<file path="src/rtl/pixel_packer.sv">
// Packs a stream of 24-bit pixels into 32-bit words (4 pixels -> 3 words),
// flushing partial words at end of line, with a ready/valid handshake on both sides.
module pixel_packer #(
  parameter int DATA_WIDTH = 32,
  parameter int RBG_SIZE   = 24
) (
  input  logic                  clk,
  input  logic                  reset,
  input  logic [RBG_SIZE-1:0]   colour_i,
  input  logic                  valid,
  input  logic                  first,
  input  logic                  last_x,
  output logic                  ready,
  output logic [DATA_WIDTH-1:0] data_o,
  output logic                  valid_o,
  output logic                  sop_o,
  output logic                  eop_o,
  input  logic                  out_ready,
  output logic                  desync_o
);

  typedef enum logic {ACCEPT, FLUSH} state_t;

  state_t      state;
  logic [1:0]  phase;
  logic [23:0] held;
  logic [31:0] flush_word;
  logic        sop_pend;

  logic        take;
  logic [1:0]  eff_phase;
  logic [1:0]  n_held;
  logic [23:0] eff_held;
  logic [47:0] stream;
  logic [15:0] rem;
  logic [23:0] next_held;
  logic        emit_one;
  logic        two_words;
  logic        sop_now;

  assign ready = (state == ACCEPT) && (!valid_o || out_ready);
  assign take  = valid && ready;

  // A frame start restarts the group: held bytes are dropped before this pixel is packed.
  assign eff_phase = first ? 2'd0 : phase;
  assign eff_held  = first ? 24'd0 : held;
  assign n_held    = 2'd0 - eff_phase;

  // Held bytes sit at the bottom of the stream, the new pixel's bytes follow them.
  assign stream    = ({24'd0, colour_i} << {n_held, 3'b000}) | {24'd0, eff_held};
  assign rem       = stream[47:32];
  assign next_held = (eff_phase == 2'd0) ? stream[23:0] : {8'd0, rem};
  assign emit_one  = (eff_phase != 2'd0) || last_x;
  assign two_words = last_x && ((eff_phase == 2'd1) || (eff_phase == 2'd2));
  assign sop_now   = sop_pend || first;

  always_ff @(posedge clk) begin
    if (!reset) begin
      state      <= ACCEPT;
      phase      <= 2'd0;
      held       <= 24'd0;
      flush_word <= 32'd0;
      sop_pend   <= 1'b0;
      data_o     <= '0;
      valid_o    <= 1'b0;
      sop_o      <= 1'b0;
      eop_o      <= 1'b0;
      desync_o   <= 1'b0;
    end else begin
      case (state)
        ACCEPT: begin
          if (take) begin
            if (first && (phase != 2'd0))
              desync_o <= 1'b1;
            phase <= last_x ? 2'd0 : eff_phase + 2'd1;
            held  <= last_x ? 24'd0 : next_held;
            if (emit_one) begin
              data_o   <= stream[31:0];
              valid_o  <= 1'b1;
              sop_o    <= sop_now;
              eop_o    <= last_x && !two_words;
              sop_pend <= 1'b0;
            end else begin
              sop_pend <= sop_now;
              if (out_ready) begin
                valid_o <= 1'b0;
                sop_o   <= 1'b0;
                eop_o   <= 1'b0;
              end
            end
            if (two_words) begin
              flush_word <= {16'd0, rem};
              state      <= FLUSH;
            end
          end else if (out_ready) begin
            valid_o <= 1'b0;
            sop_o   <= 1'b0;
            eop_o   <= 1'b0;
          end
        end
        FLUSH: begin
          if (!valid_o || out_ready) begin
            data_o  <= flush_word;
            valid_o <= 1'b1;
            sop_o   <= 1'b0;
            eop_o   <= 1'b1;
            state   <= ACCEPT;
          end
        end
        default: state <= ACCEPT;
      endcase
    end
  end

endmodule

</file>
<file path="config.mk">
export PLATFORM = sky130hd
export DESIGN_NAME = pixel_packer
export DESIGN_NICKNAME = d
export VERILOG_FILES = /design/src/rtl/pixel_packer.sv
export SDC_FILE = /design/constraint.sdc
export NUM_CORES = 1
export LEC_CHECK = 0
export CAP_MARGIN = 10
export CORE_ASPECT_RATIO = 0.9
export CORE_MARGIN = 3
export CORE_UTILIZATION = 34
export CTS_CLUSTER_DIAMETER = 40
export DETAILED_ROUTE_END_ITERATION = 7
export SETUP_SLACK_MARGIN = 0.5
export SLEW_MARGIN = 20
export SYNTH_ARGS = -nofsm -noshare
export SYNTH_HDL_FRONTEND = slang
export SYNTH_SLANG_ARGS = --single-unit
</file>
<file path="constraint.sdc">
create_clock -name clk -period 2.47 [get_ports clk]
set_input_delay 0.741 -clock clk [delete_from_list [all_inputs] [get_ports clk]]
set_output_delay 0.741 -clock clk [all_outputs]
set_load 0.03 [all_outputs]
</file>
Yosys cells after proc, flatten, opt, wreduce, memory -nomap -nowiden
Index checks and enable logic that the tools add are counted.
{"block": "op_classes", "n_addsub": 2, "n_eq_ne": 5, "shifts": 1, "muxes": 28, "bitwise": 2, "reduce_logical": 18}
{"operator": "$mux W32", "count": 3}
{"operator": "$mux W24", "count": 3}
{"operator": "$pmux W32 S2", "count": 1}
{"operator": "$or A48 B24 Y48", "count": 1}
{"operator": "$shl A24 B5 Y48", "count": 1}
{"operator": "$mux W1", "count": 15}
{"operator": "$reduce_and A3 Y1", "count": 3}
{"operator": "$pmux W1 S2", "count": 4}
{"operator": "$logic_and A1 B1 Y1", "count": 5}
{"operator": "$logic_or A1 B1 Y1", "count": 4}
{"operator": "$mux W2", "count": 2}
{"operator": "$ne A2 B2 Y1 const B", "count": 2}
{"operator": "$reduce_bool A2 Y1", "count": 2}
{"operator": "$add A2 B1 Y2 const B", "count": 1}
{"operator": "$eq A2 B1 Y1 const B", "count": 1}
{"operator": "$eq A2 B2 Y1 const B", "count": 1}
{"operator": "$logic_not A1 Y1", "count": 2}
{"operator": "$logic_not A2 Y1", "count": 1}
{"operator": "$ne A2 B1 Y1 const B", "count": 1}
{"operator": "$reduce_and A2 Y1", "count": 1}
{"operator": "$sub A1 B2 Y2 const A", "count": 1}
{"operator": "$not A1 Y1", "count": 1}
{"block": "totals", "ff_bits": 80, "input_bits": 30, "out_inout_bits": 37, "elab_cells": 66}

Longest topological paths before layout
{"block": "depth", "ltp_word": 9, "depth_mapped": 11, "mapped_depth_nobuf": 7}

Worst setup path after synthesis
Ideal clock, no wire load.
{"block": "synth_path", "path_type": "input port to flip-flop", "from": "input first", "to": "register flush_word[10]", "t_arrival_ns": 2.487, "required_ns": 2.338, "setup_slack_ns": -0.149, "path_stages": 9, "n_path_buf": 3, "path_cell_list": "clkinv_1 > clkbuf_1 > nand2_1 > ha_1 > clkbuf_1 > clkbuf_1 > nand4_1 > nand2_1 > a21oi_1"}
{"block": "synth_via", "elab_chain_len": 5, "word_cells_on_any_way": 9, "cone_classes": "add/sub: 1; eq/ne: 2; shift: 1; mux: 1; bitwise: 1; reduce/logical: 3"}
{"element": "from (decl)", "line_no": "11", "source": "input logic first,"}
{"element": "$mux W2 *", "line_no": "45", "source": "assign eff_phase = first ? 2'd0 : phase;"}
{"element": "parallel branches: the longest is 4 deep, another holds $sub A1 B2 Y2"}
{"element": "to (signal assigned)", "line_no": "92", "source": "flush_word <= {16'd0, rem};"}
{"element": "to (decl)", "line_no": "27", "source": "logic [31:0] flush_word;"}
Every way passes the cells marked *.
A chain may end at the register's enable or synchronous reset.

Worst setup path after layout
{"block": "layout_path", "from": "input first", "to": "register held[11]"}
{"block": "layout_via", "elab_chain_len": 6, "word_cells_on_any_way": 8, "cone_classes": "add/sub: 1; shift: 1; mux: 4; bitwise: 1; reduce/logical: 1"}
{"element": "$mux W2", "line_no": "45"}
{"element": "$sub A1 B2 Y2", "line_no": "47", "source": "assign n_held = 2'd0 - eff_phase;"}
{"element": "$shl A24 B5 Y48", "line_no": "50", "source": "assign stream = ({24'd0, colour_i} << {n_held, 3'b000}) | {24'd0, eff_held};"}
{"element": "$or A48 B24 Y48", "line_no": "50"}
{"element": "$mux W24 *", "line_no": "52", "source": "assign next_held = (eff_phase == 2'd0) ? stream[23:0] : {8'd0, rem};"}
{"element": "$mux W24 *", "line_no": "76", "source": "held <= last_x ? 24'd0 : next_held;"}
{"element": "to (signal assigned)", "line_no": "76"}
{"element": "to (decl)", "line_no": "26", "source": "logic [23:0] held;"}
Every way passes the cells marked *; elsewhere a longest branch is shown, timed or not.

==> results.py <==
metrics = {
    "outcome": {
        "status": "finished clean",
    },
    "synthesis": {
        "ys_seq_area_share_pct": 40.3,
        "yosysTopAreaCell": "dfxtp_1",
        "yosysMostFrequentCell": "dfxtp_1",
        "synth_seq_cells": 80,
        "synthArstFlopShare_pct": 0,
        "avgSynthCellArea_um2": 8.56,
        "syn_area_um2": 3980,
        "synth_top_area_share_pct": 40.3,
        "syn_inst": 465,
        "synth_edf_count": 0,
        "synthDistinctLibCells": 45,
        "synthTopCellsByCount": "dfxtp_1, a21oi_1, o21ai_0",
        "synthesis.nets": 496,
        "ys.flop_type": "dfxtp_1",
        "synth_warnings": 0,
        "synth_area_leaders": "dfxtp_1, a21oi_1, o21ai_0",
    },
    "clock_network": {
        "htreeDepth": 3,
        "cts_buffers": 9,
        "insertion_delay_ns": 0.34,
        "clockRootBuffer": "clkbuf_16",
        "cts.sinks": 80,
        "cts.path.max_buffers": 2,
        "clk_pin_slew_ns": 0.06,
        "cts_tree": "built",
    },
    "critical_path": {
        "reg2reg_slack_ns": 0.46,
        "reg2reg_to": "held[11]",
        "crit_type": "input pin to flip-flop",
        "critPathMaxFanout": 8,
        "arrival_ns": 2.34,
        "r2r_start": "phase[0]",
        "cp-start-kind": "input pin",
        "critPathCaptureType": "flip-flop",
        "worstPathRequired_ns": 2.72,
        "worstRegToRegCells": 9,
    },
    "sta": {
        "worst_pin_slew_ns": 0.378,
        "max_freq_mhz": 480,
        "finalClockSkew_ns": 0.00682,
        "rsz0062_at_grt": "yes",
        "finalSetupViolCount": 0,
        "finalCritPeriodShare_pct": 84.4,
        "whs_ns": 0.455,
        "hold_viol": 0,
        "maxSlewHeadroom_pct": 74.8,
        "min_period_ns": 2.08,
        "slew_violations": 0,
        "setup_slack_ns": 0.386,
    },
    "global_route": {
        "grt_max_degree": 46,
        "grt_pass1_wl_um": 21700,
        "grt_antenna_before_repair": 0,
        "grt_overflow": 0,
        "grt_pass1_vias": 3862,
        "gr-usage-all-layers_pct": 21.3,
    },
    "placed_design": {
        "io_buffers": 66,
        "post-place-ws_ns": -0.554,
        "post-place-cells": 701,
        "placed_area_um2": 5240,
        "hpwl_um": 9810,
        "place.gp.congestion": 0.876,
    },
    "routing": {
        "viasPerCell": 5.74,
        "first_iter_violations": 344,
        "firstDrtPassIters": 5,
        "vias": 4163,
        "wire_per_inst_um": 19.5,
        "ant_nets": 0,
        "routed_wl_um": 14100,
        "route.detailed.drc": 0,
    },
    "power_and_ir_drop": {
        "swShare_pct": 28.6,
        "power.leakage_nw": 2.23,
        "powerDensity_nw_per_um2": 592,
        "comb_power_share_pct": 20.3,
        "p_sw_uw": 983,
        "seq_power_share_pct": 40.1,
        "clkPwrFrac_pct": 39.7,
        "ir_worst_vdd_v": 0.000429,
        "p_int_mw": 2.46,
    },
    "floorplanning": {
        "ios": 67,
        "die_y_um": 109,
        "rows": 36,
        "die_w_um": 120,
        "initial_utilization_pct": 35.8,
        "core_um2": 11100,
        "die_area_um2": 13000,
    },
    "layout": {
        "multi_input_area_um2": 2420,
        "layout-drive-gt1-share_pct": 26.4,
        "final_cell_count_no_fill": 725,
        "antenna_cells": 0,
        "n_fill_cell": 1026,
        "fin_util_pct": 52.2,
        "final-seq-area_um2": 1600,
        "final_nets": 599,
        "design_area_um2": 5810,
        "syn_to_final_growth_pct": 45.9,
    },
    "worst_hold_path": {
        "hold_end": "desync_o",
        "hold_class": "flip-flop to flip-flop",
        "hp-start": "desync_o",
        "hold_depth": 2,
    },
    "run": {
        "drv_cap": 0,
    },
}
[how the worst max path moves through the flow]
stage          start    endpoint  depth (start not counted)
4_1_cts        first     held[8]                         11
6_report       first    held[11]                         10
2_1_floorplan  first    held[15]                          9
3_5_place_dp   first    held[12]                         11
3_3_place_gp   first  data_o[11]                          9
5_1_grt        first     held[8]                         11
[per-stage QoR]
stage | power (mW) | TNS [ns]
3_5_place_dp | 2.06 | -22.44
2_1_floorplan | 1.77 | 0
6_report | 3.44 | 0
5_1_grt | 3.57 | 0
3_3_place_gp | 2.06 | -20.84
4_1_cts | 3.43 | 0
[kinds of logic (layout without fill, tap and decap cells)]
| group | Yosys count | after routing | share of synthesized area [%] |
|---|---|---|---|
| flip-flops | 80 | 80 | 40.3 |
| buffers and inverters | 51 | 159 | 5.94 |
| AO/OA/AOI/OAI | 198 | 198 | 33.1 |
| multiplexers | 17 | 17 | 4.84 |
| AND/OR/NAND/NOR | 118 | 118 | 15.5 |
| adder cells (fa/ha/maj) | 1 | 1 | 0.314 |
[sequential cells by signal, summed over array words and instances, names as in the netlist]
name        count
sop_o           1
flush_word     16
held           24
sop_pend        1
data_o         32
desync_o        1
phase           2
state           1
valid_o         1
eop_o           1
[repair_timing]
action / in CTS / in global routing
resized for setup: 73 / 32
endpoints found under the setup margin: 114 / 65
setup buffers: 6 / 1
hold endpoints to repair: 0 / 0
gates cloned: 0 / 1
hold buffers: 0 / 0
pin swaps: 6 / 17
[placed cells by master, fill, tap and decap left out, types with 13 or more instances in the layout]
master,Yosys,layout
o21ai_0,47,32
nor2_1,15,13
dfxtp_1,80,79
nand2_1,32,30
o21ai_1,0,14
buf_4,3,56
dlygate4sd2_1,0,36
a31oi_1,17,13
a21oi_1,62,57
nand3_1,32,28
clkdlybuf4s50_1,0,25
a32o_1,19,17
a221oi_2,1,13
[routing by layer]
layer / up-vias / part of all wire, % / track usage, %
met2: 186 / 40 / 28.7
met4: 0 / 2.1 / 6.62
met5: - / 0 / 0
met1: 1971 / 49 / 33.1
met3: 21 / 8.4 / 5.08
li1: 1985 / - / -
[power by group through the flow]
stage,combinational [mW],clock (mW),sequential [mW]
after floorplan,0.311,0,1.46
after global placement,0.652,0,1.40
after detailed placement,0.656,0,1.40
after CTS,0.661,1.39,1.38
after global routing,0.743,1.44,1.38
final,0.697,1.37,1.38
[critical path, cell delays in order]
cell	delay, ns
buf_8	0.11
nor2b_4	0.15
inv_4	0.05
ha_4	0.28
buf_6	0.12
inv_8	0.05
nor4_4	0.28
buf_6	0.20
nand3_1	0.10
a221oi_2	0.26
[cell type report]
type / instances / area share (%)
Clock buffer: 10 / 4.12
Multi-Input combinational cell: 334 / 41.7
Clock inverter: 6 / 1.16
Tap cell: 152 / 3.28
Timing Repair Buffer: 136 / 21.4
Sequential cell: 80 / 27.6
Inverter: 7 / 0.711
Note: power is estimated with default switching activity, not from simulation.
